**src/rtl/piso_serializer_pkg.sv**
```systemverilog
// Shared constants for the serializer and its paired receive shift register.
package piso_serializer_pkg;

  // Shift direction, same encoding as the receive shift register's DIR.
  localparam logic DIR_LSB_FIRST = 1'b0;
  localparam logic DIR_MSB_FIRST = 1'b1;

  // Two-state transmit FSM.
  typedef enum logic {
    ST_IDLE  = 1'b0,
    ST_SHIFT = 1'b1
  } state_t;

endpackage

```
**src/rtl/piso_serializer_if.sv**
```systemverilog
// Word handshake plus serial-side signals of the PISO serializer.
interface piso_serializer_if #(
  parameter int WIDTH = 32
);
  logic [WIDTH-1:0] din;
  logic             din_valid;
  logic             din_ready;
  logic             dir;
  logic             shift_en;
  logic             dout;
  logic             dout_valid;
  logic             busy;
  logic             done;

  modport master (
    output din, din_valid, dir, shift_en,
    input  din_ready, dout, dout_valid, busy, done
  );

  modport slave (
    input  din, din_valid, dir, shift_en,
    output din_ready, dout, dout_valid, busy, done
  );
endinterface

```
**src/rtl/piso_serializer.sv**
```systemverilog
// Parallel-in/serial-out transmitter: loads a word on valid/ready, shifts it
// out one bit per shift_en strobe, and pulses done after the last bit.
module piso_serializer
  import piso_serializer_pkg::*;
#(
  parameter int WIDTH = 32,
  localparam int CNT_W = $clog2(WIDTH + 1)
) (
  input logic               clk,
  input logic               rst,
  piso_serializer_if.slave  bus
);

  state_t             state;
  logic [WIDTH-1:0]   sreg;
  logic [CNT_W-1:0]   cnt;
  logic               dir_q;
  logic               done_q;

  // All outputs are taken from flops; the shift register is zero in IDLE,
  // so dout is naturally 0 there, but the state gate keeps that explicit.
  assign bus.din_ready  = (state == ST_IDLE);
  assign bus.busy       = (state == ST_SHIFT);
  assign bus.dout_valid = (state == ST_SHIFT);
  assign bus.done       = done_q;
  assign bus.dout       = (state == ST_SHIFT) &&
                          ((dir_q == DIR_MSB_FIRST) ? sreg[WIDTH-1] : sreg[0]);

  // FSM, shift register and bit counter; done is a one-cycle registered pulse.
  always_ff @(posedge clk) begin
    if (rst) begin
      state  <= ST_IDLE;
      sreg   <= '0;
      cnt    <= '0;
      dir_q  <= DIR_LSB_FIRST;
      done_q <= 1'b0;
    end else begin
      done_q <= 1'b0;
      case (state)
        ST_IDLE: begin
          if (bus.din_valid) begin
            sreg  <= bus.din;
            dir_q <= bus.dir;
            cnt   <= CNT_W'(WIDTH);
            state <= ST_SHIFT;
          end
        end
        ST_SHIFT: begin
          if (bus.shift_en) begin
            if (cnt == CNT_W'(1)) begin
              // Last bit consumed: clear so dout reads 0 in IDLE.
              sreg   <= '0;
              cnt    <= '0;
              state  <= ST_IDLE;
              done_q <= 1'b1;
            end else begin
              sreg <= (dir_q == DIR_MSB_FIRST) ? {sreg[WIDTH-2:0], 1'b0}
                                               : {1'b0, sreg[WIDTH-1:1]};
              cnt  <= cnt - CNT_W'(1);
            end
          end
        end
        default: state <= ST_IDLE;
      endcase
    end
  end

endmodule

```
**src/flat_wrapper.sv**
```systemverilog
// flat-port wrapper written by rule: the top's interface ports become plain ports
module piso_serializer_flat import piso_serializer_pkg::*;
#(
  parameter int WIDTH = 32,
  localparam int CNT_W = $clog2(WIDTH + 1)
)
  (clk, rst, bus_din, bus_din_valid, bus_dir, bus_shift_en, bus_din_ready, bus_dout, bus_dout_valid, bus_busy, bus_done);
  piso_serializer_if #(.WIDTH(WIDTH)) bus_i ();
  input logic clk;
  input logic rst;
  input wire logic [$bits(bus_i.din)-1:0] bus_din;
  input wire logic [$bits(bus_i.din_valid)-1:0] bus_din_valid;
  input wire logic [$bits(bus_i.dir)-1:0] bus_dir;
  input wire logic [$bits(bus_i.shift_en)-1:0] bus_shift_en;
  output wire logic [$bits(bus_i.din_ready)-1:0] bus_din_ready;
  output wire logic [$bits(bus_i.dout)-1:0] bus_dout;
  output wire logic [$bits(bus_i.dout_valid)-1:0] bus_dout_valid;
  output wire logic [$bits(bus_i.busy)-1:0] bus_busy;
  output wire logic [$bits(bus_i.done)-1:0] bus_done;
  assign bus_i.din = bus_din;
  assign bus_i.din_valid = bus_din_valid;
  assign bus_i.dir = bus_dir;
  assign bus_i.shift_en = bus_shift_en;
  assign bus_din_ready = bus_i.din_ready;
  assign bus_dout = bus_i.dout;
  assign bus_dout_valid = bus_i.dout_valid;
  assign bus_busy = bus_i.busy;
  assign bus_done = bus_i.done;
  piso_serializer #(.WIDTH(WIDTH)) u_core (.clk(clk), .rst(rst), .bus(bus_i));
endmodule
```
**config.mk**
```make
export PLATFORM = sky130hd
export DESIGN_NAME = piso_serializer_flat
export DESIGN_NICKNAME = d
export VERILOG_FILES = /design/src/rtl/piso_serializer_pkg.sv /design/src/rtl/piso_serializer_if.sv /design/src/rtl/piso_serializer.sv /design/src/flat_wrapper.sv
export SDC_FILE = /design/constraint.sdc
export NUM_CORES = 1
export LEC_CHECK = 0
export BUFFER_PORTS_ARGS = -buffer_cell sky130_fd_sc_hd__buf_2
export CORE_ASPECT_RATIO = 0.75
export CORE_MARGIN = 10
export CORE_UTILIZATION = 40
export CTS_BUF_LIST = sky130_fd_sc_hd__clkbuf_8
export CTS_CLUSTER_SIZE = 12
export DETAILED_ROUTE_END_ITERATION = 16
export HOLD_SLACK_MARGIN = 0.05
export SYNTH_ARGS = -nofsm -noshare
export SYNTH_HDL_FRONTEND = slang
export SYNTH_SLANG_ARGS = --single-unit
```
**constraint.sdc**
```tcl
create_clock -name clk -period 5 [get_ports clk]
set_clock_uncertainty 0.15 [all_clocks]
set_input_delay 1 -clock clk [delete_from_list [all_inputs] [get_ports clk]]
set_output_delay 1 -clock clk [all_outputs]
set_load 0.05 [all_outputs]
```
### After elaboration in Yosys (flattened, before gate mapping)

Cells that the tools add are included.

* register bits after elaboration: 41
* bits of input ports: 37
* output and inout bits: 5
* logic and storage cells: 30

* reductions and logical operators: 4
* equal/unequal tests: 3
* add/sub/neg operators: 1
* bitwise logic cells: 2
* multiplexer cells: 15

Operators by type and width (count)
* 32-bit 2-to-1 mux: 4
* 32-bit case mux with 2 select lines: 1
* 6-bit 2-to-1 mux: 3
* 6-bit case mux with 2 select lines: 1
* 6-bit by 1-bit equality test with 1-bit output (second input constant): 1
* 6-bit by 1-bit subtractor with 6-bit output (second input constant): 1
* 1-bit 2-to-1 mux: 5
* 2-bit != test (second input constant): 2
* 2-bit AND reduction: 2
* 3-bit OR reduction: 1
* 1-bit NOT: 2
* 1-bit case mux with 2 select lines: 1
* 1-bit logical AND: 1

### Longest topological paths before layout

* depth after elaboration: 4
* depth in mapped cells: 7
* gate-level depth less buffers: 5

### Worst setup path after synthesis

Ideal clock, no wire load.

* kind: register to output
* start: register u_core.state (netlist: u_core.bus.busy)
* end: output bus_dout
* path slack: 1.443 ns
* path buffers: 2
* data required time: 3.850 ns
* arrival time: 2.407 ns
* cell stages (with the launch flop): 5
* cells stage by stage: dfxtp_1 -> buf_2 -> buf_1 -> inv_1 -> nor2_1

* cells in the longest elaborated chain, start to end: 1

RTL lines
* start, declared: line piso_serializer.sv:14 `state_t state;`
* start signal, assigned: line piso_serializer.sv:32 `state <= ST_IDLE;`
* start signal, assigned: line piso_serializer.sv:45 `state <= ST_SHIFT;`
* start signal, assigned: line piso_serializer.sv:54 `state <= ST_IDLE;`
* 1-bit logical AND: line piso_serializer.sv:26 `assign bus.dout = (state == ST_SHIFT) &&`
* end, declared: line flat_wrapper.sv:16 `output wire logic [$bits(bus_i.dout)-1:0] bus_dout;`

Every way passes these cells.

### Worst setup path after layout

Ends and elaborated chain as after synthesis.

==> qor.yml <==
outcome: "complete, no violations"
drc_errors: 0
synth_seq_cells: 41
p_sw_frac: 0.3161
muxShareOfSynthArea: 0.1449
synth_compound_area_frac: 0.3453
cp.arrival_ns: 1.96
setup_violations: 0
synthMostInstantiatedCell: "dfxtp_1"
yosysWarnings: 0
cts_resized: 0
grt_pass1_vias: 2162
gp_congestion: 0.7462
pwr-share-seq: 0.487
synth-simple-area-share: 0.1036
critPathMaxFanout: 22
antennaDiodeCount: 0
ios: 42
grt_max_degree: 42
dpl.hpwl_um: 4246
total_power_w: 0.0008114
period_needed_ns: 3.106
ys_types: 36
clockBufferDepth: 2
clockPowerShare: 0.302
slew_violations: 0
yosysTopAreaCell: "dfxtp_1"
syn-num-nets: 315
synth_edf_count: 0
dp.cells: 370
dr.first_iter.drc_count: 188
die_h_um: 89.11
clkSinkCount: 41
syn_to_final_growth_pct: 10.41
max-cap-violations: 0
synthTopCellsByArea: "dfxtp_1 32%, o211ai_2 14%, mux2_2 14%"
whs_path_depth: 2
grt_usage: 0.1322
numPortBuffers: 41
fin_ws_ns: 1.894
async_flop_share: 0
power_frac_comb: 0.211
ir_drop_v: 0.0001555
rsz0062_at_grt: "false"
die_area_sq_mm: 0.009994
p_per_area_mw_per_mm2: 288.5
required_ns: 3.85
netlist_instances: 276
insertion_delay_ns: 0.29
synth_adder_area_share: 0.009823
num_vias: 2133
reg2reg_from: "u_core.bus.busy$_SDFF_PP0_"
hold_viol: 0
numCtsBuffers: 5
synth_top_family_by_area: "compound AO/OA/AOI/OAI gates"
initial_core_util: 0.4072
fin_crit_sh: 0.6212
cts_tree: "yes"
start_kind: "flip-flop"
critPathLaunch: "u_core.bus.busy$_SDFF_PP0_"
firstDrtPassIters: 4
max_freq_mhz: 322.0
crit_path_end: "bus_dout"
synth-xor-area-share: 0
hold_class: "flip-flop to flip-flop"
cp-end-kind: "output pin"
routedWlPerCell_um: 17.60
ys_seq_area_frac: 0.3222
synth_common_cells: "41 x dfxtp_1, 32 x nor2_1, 31 x mux2_2"
p_int_w: 0.0005549
power.switching_w: 0.0002565
syn_area_per_cell_sq_um: 9.230
grt_overflow: 0
htreeDepth: 2
routed_wl_um: 6653
die_w_um: 112.2
cts_root_buffer: "clkbuf_8"
fin_cells: 378
synth_area_sq_mm: 0.002547
core_area_sq_mm: 0.006256
post-cts-setup-buffers: 0
rows: 25
relSlewSlack: 0.2666
utilization: 0.4496
leakage_nw: 1.043
post-place-ws_ns: 2.200
final_antenna_net_count: 0
rrSetupSlack_ns: 2.54
rr_worst_depth: 3
synth_top_area_share: 0.3222
path_class: "flip-flop to output pin"
grt_pass1_wl_um: 11100
layout-drive-gt1-share: 0.3906
setup_tns_ns: 0
nNetsFinal: 335
clk_pin_slew_worst_paths_ns: 0.08
reg2reg_to: "u_core.cnt[5]$_SDFFE_PP0P_"
synth_flop_cell: "dfxtp_1"
drt-vias-per-instance: 5.643
worstMarginPinSlew_ns: 1.100
cts_hold_buffers: 0
antenna_found_initial: 0
routing by layer:
| layer | track usage | vias to the layer above | part of all wire | wire length (um) |
|---|---|---|---|---|
| met3 | 0.02951 | 5 | 0.038 | 253 |
| met2 | 0.2031 | 38 | 0.42 | 2806 |
| met5 | 0 | - | 0 | 0 |
| li1 | - | 1078 | - | - |
| met1 | 0.1822 | 1012 | 0.53 | 3531 |
| met4 | 0.03448 | 0 | 0.0093 | 62 |
worst min path at each step:
stage | end | slack (ns) | start
6_report | u_core.sreg[12]$_SDFFE_PP0P_ | 0.37 | u_core.sreg[12]$_SDFFE_PP0P_
5_1_grt | u_core.sreg[0]$_SDFFE_PP0P_ | 0.39 | u_core.sreg[0]$_SDFFE_PP0P_
4_1_cts | u_core.sreg[16]$_SDFFE_PP0P_ | 0.37 | u_core.sreg[16]$_SDFFE_PP0P_
3_5_place_dp | u_core.sreg[16]$_SDFFE_PP0P_ | 0.36 | u_core.sreg[16]$_SDFFE_PP0P_
3_3_place_gp | u_core.sreg[16]$_SDFFE_PP0P_ | 0.35 | u_core.sreg[16]$_SDFFE_PP0P_
2_1_floorplan | u_core.cnt[1]$_SDFFE_PP0P_ | 0.32 | u_core.cnt[1]$_SDFFE_PP0P_
power groups by stage:
stage	combinational [W]	sequential (W)	clock, W
after global placement	0.000169	0.000401	0
after global routing	0.000190	0.000400	0.000268
after floorplan	0.000150	0.000379	0
after CTS	0.000172	0.000394	0.000250
after detailed placement	0.000171	0.000402	0
final	0.000171	0.000395	0.000245
state kept, by name (all words and copies together) (netlist names):
signal / count
u_core.bus.done: 1
u_core.dir_q: 1
u_core.bus.busy: 1
u_core.cnt: 6
u_core.sreg: 32
stage by stage:
step | hold WS, ns | instance area, sq um
CTS | 0.3687 | 2813
global route | 0.3894 | 2813
floorplan | 0.3172 | 2547
global placement | 0.3487 | 2711
finish | 0.3687 | 2813
detailed placement | 0.3557 | 2711
cell type report:
cell class / count / area, sq um
clock buffer: 7 / 96.34
clock inverter: 1 / 5.005
tap: 81 / 101.3
multi-input combinational: 198 / 1538
sequential: 41 / 822.0
fill: 646 / 3443
timing repair buffer: 44 / 227.7
inverter: 6 / 22.52
cell families after synthesis:
family | after synthesis
mux | 33
flops | 41
compound gates | 110
buf+inv | 37
simple gates | 53
fa+ha+maj | 2
worst max-delay path, stage by stage (launching register included):
cell	delay [ns]
dfxtp_1	0.76
buf_4	0.44
inv_1	0.10
nor2_1	0.10
buf_2	0.26
cells in the final DEF, fill, tap and decap left out, drive strengths merged, types with 2 or more instances in the layout:
cell type,netlist,routed
mux2,31,31
nor2,32,32
a22oi,4,4
nor3,2,2
a31oi,3,3
mux2i,2,2
clkbuf,12,7
o211ai,33,33
nor4,2,2
o2111ai,2,2
o311ai,2,2
nand2,7,7
inv,6,6
a211oi,30,30
o21ai,28,28
ha,2,2
dfxtp,41,41
a21oi,7,7
buf,19,44
nand2b,2,2
Note: power is estimated with default switching activity, not from simulation.
